## src/rtl/i2c_mon_pkg.sv

```systemverilog
// Shared types and default sizing for the I2C pad-side bus monitor.
package i2c_mon_pkg;

   typedef enum logic [1:0] {
      IDLE      = 2'd0,
      BUSY      = 2'd1,
      FREE_WAIT = 2'd2
   } bus_state_e;

   localparam int unsigned SYNC_STAGES_DEF  = 32'd2;
   localparam int unsigned FILT_LEN_DEF     = 32'd4;
   localparam int unsigned BUS_FREE_CYC_DEF = 32'd64;
   // CNT_W must be wide enough to hold max(FILT_LEN, BUS_FREE_CYC).
   localparam int unsigned CNT_W_DEF        = 32'd8;

endpackage

```

## src/rtl/i2c_line_filter.sv

```systemverilog
// Synchronizer and stability filter for one I2C line. o_line is the filtered
// register; o_line_nxt is the value it will hold after the next clock edge.
module i2c_line_filter
   import i2c_mon_pkg::*;
#(
   parameter int unsigned SYNC_STAGES = SYNC_STAGES_DEF,
   parameter int unsigned FILT_LEN    = FILT_LEN_DEF,
   parameter int unsigned CNT_W       = CNT_W_DEF
)(
   input  logic i_clk,
   input  logic i_rst_n,
   input  logic i_pad,
   output logic o_line,
   output logic o_line_nxt
);

   logic [SYNC_STAGES-1:0] r_sync;
   logic [CNT_W-1:0]       r_cnt;
   logic                   r_line;
   logic                   w_synced;
   logic [CNT_W-1:0]       w_cnt_nxt;
   logic                   w_line_nxt;

   assign w_synced = r_sync[SYNC_STAGES-1];

   // Idle-high synchronizer chain.
   always_ff @(posedge i_clk or negedge i_rst_n) begin
      if (!i_rst_n) begin
         r_sync <= {SYNC_STAGES{1'b1}};
      end else begin
         r_sync <= {r_sync[SYNC_STAGES-2:0], i_pad};
      end
   end

   always_comb begin
      w_line_nxt = r_line;
      w_cnt_nxt  = {CNT_W{1'b0}};
      if (w_synced != r_line) begin
         if (r_cnt == CNT_W'(FILT_LEN - 32'd1)) begin
            w_line_nxt = w_synced;
            w_cnt_nxt  = {CNT_W{1'b0}};
         end else begin
            w_cnt_nxt  = r_cnt + {{(CNT_W-1){1'b0}}, 1'b1};
         end
      end else begin
         w_cnt_nxt = {CNT_W{1'b0}};
      end
   end

   always_ff @(posedge i_clk or negedge i_rst_n) begin
      if (!i_rst_n) begin
         r_cnt  <= {CNT_W{1'b0}};
         r_line <= 1'b1;
      end else begin
         r_cnt  <= w_cnt_nxt;
         r_line <= w_line_nxt;
      end
   end

   assign o_line     = r_line;
   assign o_line_nxt = w_line_nxt;

endmodule

```

## src/rtl/i2c_bus_monitor.sv

```systemverilog
// I2C pad-side front end: filtered lines, SCL edges, START/STOP events,
// bus busy tracking, clock-stretch and arbitration-loss flags.
module i2c_bus_monitor
   import i2c_mon_pkg::*;
#(
   parameter int unsigned SYNC_STAGES  = SYNC_STAGES_DEF,
   parameter int unsigned FILT_LEN     = FILT_LEN_DEF,
   parameter int unsigned BUS_FREE_CYC = BUS_FREE_CYC_DEF,
   parameter int unsigned CNT_W        = CNT_W_DEF
)(
   input  logic wb_clk_i,
   input  logic wb_rst_ni,
   input  logic scl_pad_i,
   input  logic sda_pad_i,
   input  logic master_active_i,
   input  logic scl_rel_i,
   input  logic sda_rel_i,
   input  logic arb_clr_i,
   output logic scl_o,
   output logic sda_o,
   output logic scl_rise_o,
   output logic scl_fall_o,
   output logic start_o,
   output logic rstart_o,
   output logic stop_o,
   output logic bus_busy_o,
   output logic scl_stretch_o,
   output logic arb_lost_o
);

   bus_state_e       r_state;
   bus_state_e       w_state_nxt;
   logic [CNT_W-1:0] r_free_cnt;
   logic [CNT_W-1:0] w_free_nxt;
   logic [CNT_W-1:0] w_free_inc;
   logic             w_scl, w_scl_nxt, w_sda, w_sda_nxt;
   logic             w_rise_ev, w_fall_ev, w_start_ev, w_stop_ev;
   logic             w_rstart_ev, w_busy_nxt, w_arb_set;
   logic             r_scl_rise, r_scl_fall, r_start, r_rstart, r_stop;
   logic             r_busy, r_stretch, r_arb_lost;

   i2c_line_filter #(
      .SYNC_STAGES (SYNC_STAGES),
      .FILT_LEN    (FILT_LEN),
      .CNT_W       (CNT_W)
   ) u_scl_filt (
      .i_clk      (wb_clk_i),
      .i_rst_n    (wb_rst_ni),
      .i_pad      (scl_pad_i),
      .o_line     (w_scl),
      .o_line_nxt (w_scl_nxt)
   );

   i2c_line_filter #(
      .SYNC_STAGES (SYNC_STAGES),
      .FILT_LEN    (FILT_LEN),
      .CNT_W       (CNT_W)
   ) u_sda_filt (
      .i_clk      (wb_clk_i),
      .i_rst_n    (wb_rst_ni),
      .i_pad      (sda_pad_i),
      .o_line     (w_sda),
      .o_line_nxt (w_sda_nxt)
   );

   // Events are decoded one edge early so the registered pulses line up with
   // the filtered line change (current register acts as the delayed copy).
   assign w_rise_ev  =  w_scl_nxt & ~w_scl;
   assign w_fall_ev  = ~w_scl_nxt &  w_scl;
   assign w_start_ev = ~w_sda_nxt &  w_sda & w_scl_nxt & w_scl;
   assign w_stop_ev  =  w_sda_nxt & ~w_sda & w_scl_nxt & w_scl;
   assign w_free_inc = r_free_cnt + {{(CNT_W-1){1'b0}}, 1'b1};

   always_ff @(posedge wb_clk_i or negedge wb_rst_ni) begin
      if (!wb_rst_ni) begin
         r_state    <= IDLE;
         r_free_cnt <= {CNT_W{1'b0}};
      end else begin
         r_state    <= w_state_nxt;
         r_free_cnt <= w_free_nxt;
      end
   end

   always_comb begin
      w_state_nxt = r_state;
      w_free_nxt  = r_free_cnt;
      case (r_state)
         IDLE: begin
            if (r_start || r_scl_fall) begin
               w_state_nxt = BUSY;
            end else begin
               w_state_nxt = IDLE;
            end
         end
         BUSY: begin
            if (r_stop) begin
               w_state_nxt = FREE_WAIT;
               w_free_nxt  = {CNT_W{1'b0}};
            end else begin
               w_state_nxt = BUSY;
            end
         end
         FREE_WAIT: begin
            if (r_start || r_scl_fall) begin
               w_state_nxt = BUSY;
            end else if (w_scl && w_sda) begin
               w_free_nxt = w_free_inc;
               if (w_free_inc >= CNT_W'(BUS_FREE_CYC - 32'd1)) begin
                  w_state_nxt = IDLE;
               end else begin
                  w_state_nxt = FREE_WAIT;
               end
            end else begin
               w_state_nxt = FREE_WAIT;
            end
         end
         default: begin
            w_state_nxt = IDLE;
            w_free_nxt  = {CNT_W{1'b0}};
         end
      endcase
   end

   always_comb begin
      w_busy_nxt  = (w_state_nxt != IDLE);
      w_rstart_ev = w_start_ev & (w_state_nxt == BUSY);
   end

   // A START/STOP only counts against the master if its SDA release disagrees with the bus.
   assign w_arb_set = (r_scl_rise & master_active_i & sda_rel_i & ~w_sda)
                    | ((r_start | r_stop) & master_active_i & (r_state == BUSY) & (sda_rel_i ^ w_sda));

   always_ff @(posedge wb_clk_i or negedge wb_rst_ni) begin
      if (!wb_rst_ni) begin
         r_scl_rise <= 1'b0;
         r_scl_fall <= 1'b0;
         r_start    <= 1'b0;
         r_rstart   <= 1'b0;
         r_stop     <= 1'b0;
         r_busy     <= 1'b0;
         r_stretch  <= 1'b0;
         r_arb_lost <= 1'b0;
      end else begin
         r_scl_rise <= w_rise_ev;
         r_scl_fall <= w_fall_ev;
         r_start    <= w_start_ev;
         r_rstart   <= w_rstart_ev;
         r_stop     <= w_stop_ev;
         r_busy     <= w_busy_nxt;
         r_stretch  <= scl_rel_i & master_active_i & ~w_scl;
         if (w_arb_set) begin
            r_arb_lost <= 1'b1;
         end else if (arb_clr_i) begin
            r_arb_lost <= 1'b0;
         end else begin
            r_arb_lost <= r_arb_lost;
         end
      end
   end

   assign scl_o         = w_scl;
   assign sda_o         = w_sda;
   assign scl_rise_o    = r_scl_rise;
   assign scl_fall_o    = r_scl_fall;
   assign start_o       = r_start;
   assign rstart_o      = r_rstart;
   assign stop_o        = r_stop;
   assign bus_busy_o    = r_busy;
   assign scl_stretch_o = r_stretch;
   assign arb_lost_o    = r_arb_lost;

endmodule

```

## config.mk

```make
export PLATFORM = sky130hd
export DESIGN_NAME = i2c_bus_monitor
export DESIGN_NICKNAME = d
export VERILOG_FILES = /design/src/rtl/i2c_mon_pkg.sv /design/src/rtl/i2c_line_filter.sv /design/src/rtl/i2c_bus_monitor.sv
export SDC_FILE = /design/constraint.sdc
export NUM_CORES = 1
export LEC_CHECK = 0
export ABC_AREA = 1
export ABC_CLOCK_PERIOD_IN_PS = 1950
export CORE_MARGIN = 2
export CORE_UTILIZATION = 25
export DETAILED_ROUTE_END_ITERATION = 16
export GPL_TIMING_DRIVEN = 0
export PLACE_DENSITY = 0.51
export SKIP_CTS_REPAIR_TIMING = 1
export SLEW_MARGIN = 15
export SYNTH_ARGS = -nofsm -noshare
export SYNTH_HDL_FRONTEND = slang
export SYNTH_SLANG_ARGS = --single-unit
```

## constraint.sdc

```tcl
create_clock -name wb_clk_i -period 1.95 [get_ports wb_clk_i]
set_input_delay 0.4875 -clock wb_clk_i [delete_from_list [all_inputs] [get_ports wb_clk_i]]
set_output_delay 0.4875 -clock wb_clk_i [all_outputs]
set_load 0.005 [all_outputs]
```

# Yosys cells after proc, flatten, opt, wreduce, memory -nomap -nowiden
# Cells that the tools add are included.
dict set report word_totals {
  elab_cells 81
  inputBits 8
  memories 0
  mem_bits_rw 0
  output_inout_bits 10
  romBits 0
  reg_bits 40
  latchBits 0
}
dict set report classes {
  shifts 0
  div 0
  magnitude_cmp 1
  n_bitwise 25
  mux 20
  addsub 3
  n_reduce_logical 6
  n_eq_ne 10
  n_mul 0
}
# op n
set op_table {}
lappend op_table {{$mux 8} 7}
lappend op_table {{$add 8x1->8 const B} 3}
lappend op_table {{$pmux 8 s3} 1}
lappend op_table {{$and 1x1->1} 17}
lappend op_table {{$eq 8x2->1 const B} 2}
lappend op_table {{$ge 8x6->1 const B} 1}
lappend op_table {{$mux 2} 4}
lappend op_table {{$mux 1} 7}
lappend op_table {{$ne 2x2->1 const B} 3}
lappend op_table {{$pmux 2 s3} 1}
lappend op_table {{$not 1->1} 5}
lappend op_table {{$eq 2x1->1 const B} 2}
lappend op_table {{$reduce_and 4->1} 1}
lappend op_table {{$reduce_bool 2->1} 2}
lappend op_table {{$eq 2x2->1 const B} 1}
lappend op_table {{$logic_not 2->1} 1}
lappend op_table {{$ne 1x1->1} 2}
lappend op_table {{$or 1x1->1} 2}
lappend op_table {{$logic_and 1x1->1} 1}
lappend op_table {{$logic_or 1x1->1} 1}
lappend op_table {{$xor 1x1->1} 1}

# Logic depth before layout (Yosys ltp)
dict set report logic_depth {
  depth_word 8
  depth_mapped 11
  mapped_depth_nobuf 10
}

# Modules after synthesis
# Synthesis repeated with hierarchy kept, for this count alone.
dict set report unflattened {
  cells_unflattened 233
  area_unflattened_um2 1978.1
}
# mod cells_per_inst n_inst area_each_um2 seq_area_each_um2
set modules_own_cells {}
lappend modules_own_cells {i2c_line_filter 62 2 533.0 279.0}
lappend modules_own_cells {i2c_bus_monitor 109 1 912.1 450.4}

# Least setup slack after synthesis
# Ideal clock, no wire load.
dict set report synth_timing {
  path_kind {register -> register}
  from {register u_scl_filt.r_cnt[0]}
  to {register r_rstart, in the netlist rstart_o}
  arrival_ps 1203
  path_stages_with_launch 7
  path_buffers 0
  synth_period_minus_slack_ps 1321
  setup_time_ps 118
  slack_ps 629
  required_time_ps 1832
  path_cell_list {dfrtp_1 > ha_1 > nand3_1 > nor4_1 > nand2_1 > nand2_1 > nor3_1}
}
dict set report synth_between {
  elab_chain_cells 6
}
# item line
set synth_rtl {}
lappend synth_rtl {{start: declaration} i2c_line_filter.sv:18} ;# logic [CNT_W-1:0] r_cnt;
lappend synth_rtl {{start signal: assignment} i2c_line_filter.sv:52} ;# r_cnt <= {CNT_W{1'b0}};
lappend synth_rtl {{start signal: assignment} i2c_line_filter.sv:55} ;# r_cnt <= w_cnt_nxt;
lappend synth_rtl {{$eq 8x2->1} i2c_line_filter.sv:39} ;# if (r_cnt == CNT_W'(FILT_LEN - 32'd1)) begin
lappend synth_rtl {{$mux 1} i2c_line_filter.sv:39}
lappend synth_rtl {{$mux 1} i2c_line_filter.sv:38} ;# if (w_synced != r_line) begin
lappend synth_rtl {{$and 1x1->1 (2 in series)} i2c_bus_monitor.sv:70} ;# assign w_start_ev = ~w_sda_nxt & w_sda & w_scl_nxt & w_scl;
lappend synth_rtl {{$and 1x1->1} i2c_bus_monitor.sv:126} ;# w_rstart_ev = w_start_ev & (w_state_nxt == BUSY);
lappend synth_rtl {{via w_rstart_ev} i2c_bus_monitor.sv:38} ;# logic w_rstart_ev, w_busy_nxt, w_arb_set;
lappend synth_rtl {{end signal: assignment} i2c_bus_monitor.sv:147} ;# r_rstart <= w_rstart_ev;
lappend synth_rtl {{end: declaration} i2c_bus_monitor.sv:39} ;# logic r_scl_rise, r_scl_fall, r_start, r_rstart, r_stop;
# The timed path passes the listed nets, and every way through them passes these cells.
# A chain may end at the register's enable or synchronous reset.

# Worst setup path in the final report
dict set report layout_timing {
  from {register u_sda_filt.r_line, in the netlist u_sda_filt.o_line}
  to {output sda_o}
}
# item line
set layout_lines {}
lappend layout_lines {{start: declaration} i2c_line_filter.sv:19} ;# logic r_line;
lappend layout_lines {{start signal: assignment} i2c_line_filter.sv:56} ;# r_line <= w_line_nxt;
lappend layout_lines {{end: declaration} i2c_bus_monitor.sv:20} ;# output logic sda_o,
# No word-level cell between the ends.

==> run_results.csv <==
group,metric,value,unit
clock_tree,clockRootBuffer,"clkbuf_8",
setup_path,r2r_end,"r_free_cnt[4]$_DFFE_PN0P_",
route,drt_pass1_iterations,4,
synthesis,synth_area,0.00186,mm^2
layout,syn2layout_area_growth,22.8,%
setup_path,ff2ff_setup_slack,0.33,ns
place,dp_cells,337,
floorplan,start_util,25.7,%
sta,slew_viol_final,0,
route,drt_iter0_drc,34,
place,placed_area,0.00217,mm^2
layout,final_layout_size_suffix_gt1_share,8.87,%
synthesis,synth_nets,232,
synthesis,synth_cell_type_count,24,
setup_path,arrival,1.39,ns
setup_path,crit_path_max_fanout,5,
global_routing,overflow,0,
sta,maxSlewHeadroom,65.0,%
clock_tree,cts.clk_slew.worst_paths,0.08,ns
pwr,leakagePower,1.03,nW
synthesis,synth_top_area_share,45.6,%
layout,finalNetCount,259,
setup_path,start_kind,"register",
floorplan,fp.dieH,90.4,um
clock_tree,tritoncts,"built",
global_routing,grt_max_degree,34,
synthesis,synthCells,220,
sta,finalHoldViolCount,0,
floorplan,ios,18,
setup_path,crit_path_end_kind,"output port",
sta,skew,0.00623,ns
synthesis,syn_avg_cell_area,8.47,um^2
setup_path,crit_family,"flip-flops",
floorplan,die_w,90.4,um
synthesis,synth_edf_count,0,
run,max-cap-violations,0,
synthesis,synth_common_cells,"44 x nand2_1, 36 x inv_1, 34 x dfrtp_1",
setup_path,path_cells,"clkdlybuf4s50_1",
floorplan,rows,31,
route,drc,0,
sta,setup_viol,0,
sta,tightestPinTransition,0.520,ns
layout,n_antenna_cell,0,
worst_hold_path,worstHoldPathType,"input pin to async pin",
route,avgViaCountPerCell,4.18,
setup_path,r2r-start,"u_scl_filt.o_line$_DFF_PN1_",
place,numPortBuffers,17,
synthesis,synth_flop_cell,"dfrtp_1",
place,gp_congestion,0.752,
layout,nFillCells,790,
sta,rsz0062_at_grt,"no",
floorplan,die_area,0.00816,mm^2
route,wl_per_cell,10.4,um
layout,postLayoutCoreUtil,31.6,%
route,vias,1450,
clock_tree,numCtsBuffers,5,
setup_path,worstRegToRegCells,6,
synthesis,synth.most_common_cell,"nand2_1",
global_routing,antenna_found_initial,0,
clock_tree,cts.path.max_buffers,2,
setup_path,worstPathRequired,1.46,ns
clock_tree,clock_sinks,40,
pwr,vdd.ir_drop.worst,334,uV
setup_path,cp_slowest_stage_delay,0.59,ns
clock_tree,htree_levels,2,
run_status,status,"finished, final reports clean",
route,ant_nets,0,
synthesis,async_flop_share,100,%
global_routing,grt_pass1_vias,1430,
place,dpl.hpwl,2660,um
layout,fin_cells,347,
setup_path,cp_num_buf_inv,1,
setup_path,path_class,"register to output port",
layout,design_area,0.00229,mm^2
setup_path,cp_slowest_cell,"dfstp_2",
pwr,p_per_area,1060,mW/mm^2
sta,min_period,1.88,ns
pwr,finalPower,2.42,mW
global_routing,grt_pass1_wl,6520,um
synthesis,seq_area_frac_synth,54.1,%
synthesis,synth.area.top_cells,"dfrtp_1 46%, nand2_1 8.9%, dfstp_2 8.5%",
synthesis,yosysTopAreaCell,"dfrtp_1",
sta,fmax,532,MHz
global_routing,grt_usage,9.78,%
synthesis,synth_seq_cells,40,
floorplan,core,0.00725,mm^2
clock_tree,insertion_delay,0.29,ns
route,wirelength,3610,um
synthesis,ys_warn_count,0,
sta,period_share,96.3,%
## power by group
group          total (mW)  internal (mW)  switching, mW
Clock               0.583          0.287          0.297
Combinational       0.712          0.310          0.402
Sequential           1.12          0.989          0.133
Total                2.42           1.59          0.832
## sequential cells by signal, indices dropped and copies added (netlist names), 2 cells and up
name / count
u_sda_filt.r_sync: 2
u_sda_filt.r_cnt: 8
u_scl_filt.r_sync: 2
r_state: 2
r_free_cnt: 8
u_scl_filt.r_cnt: 8
## through the flow
step	worst slack, ns	hold slack (ns)	TNS (ns)
global placement	-0.682	0.347	-24.68
detailed placement	0.303	0.347	0
finish	0.0719	0.0455	0
CTS	-0.0348	0.0407	-0.0348
floorplan	0.629	0.192	0
global route	0.00484	0.0439	0
## worst max path at each step
stage	from	to	slack, ns	cells past startpoint
6_report	u_sda_filt.o_line$_DFF_PN1_	sda_o	0.07	1
5_1_grt	u_sda_filt.o_line$_DFF_PN1_	sda_o	0.005	1
4_1_cts	u_scl_filt.o_line$_DFF_PN1_	scl_o	-0.03	1
3_5_place_dp	u_scl_filt.o_line$_DFF_PN1_	scl_o	0.30	1
3_3_place_gp	wb_rst_ni	u_sda_filt.r_cnt[5]$_DFF_PN0_	-0.68	1
2_1_floorplan	u_scl_filt.r_cnt[0]$_DFF_PN0_	rstart_o$_DFF_PN0_	0.63	6
## per-layer routing
metal | wire length [um] | vias to the layer above | part of all wire (%) | GRT usage [%]
li1 | - | 753 | - | -
met1 | 1830 | 672 | 51 | 13.1
met2 | 1650 | 23 | 46 | 15.4
met3 | 103 | 2 | 2.9 | 2.75
met4 | 28 | 0 | 0.78 | 3.08
met5 | 0 | - | 0 | 0
## cells by family after synthesis
logic type	synth area share [%]
flip-flops	54.1
AND/OR/NAND/NOR	25.2
buffers and inverters	7.72
adder cells (fa/ha/maj)	2.68
AO/OA/AOI/OAI	7.45
XOR/XNOR	2.82
## cells in the final DEF (no fill, tap or decap), types with 3 or more instances in the layout
| cell type | instances |
|---|---|
| a21oi_1 | 3 |
| clkbuf_8 | 6 |
| clkdlybuf4s50_1 | 15 |
| dfrtp_1 | 34 |
| dfstp_2 | 6 |
| ha_1 | 4 |
| inv_1 | 36 |
| nand2_1 | 44 |
| nand3_1 | 17 |
| nand4_1 | 4 |
| nor2_1 | 30 |
| nor3_1 | 9 |
| o21ai_0 | 12 |
| o22ai_1 | 3 |
| xor2_1 | 4 |
## layout make-up
type | instances | area (um^2) | share of cell area (%)
Tap cell | 99 | 124 | 5.41
Sequential cell | 40 | 1010 | 44.1
Timing Repair Buffer | 20 | 203 | 8.86
Buffer | 1 | 5.00 | 0.219
Inverter | 37 | 139 | 6.07
Clock inverter | 2 | 15.0 | 0.656
Clock buffer | 6 | 82.6 | 3.61
Multi-Input combinational cell | 142 | 712 | 31.1
No activity file was read; power rests on OpenSTA's default activity.
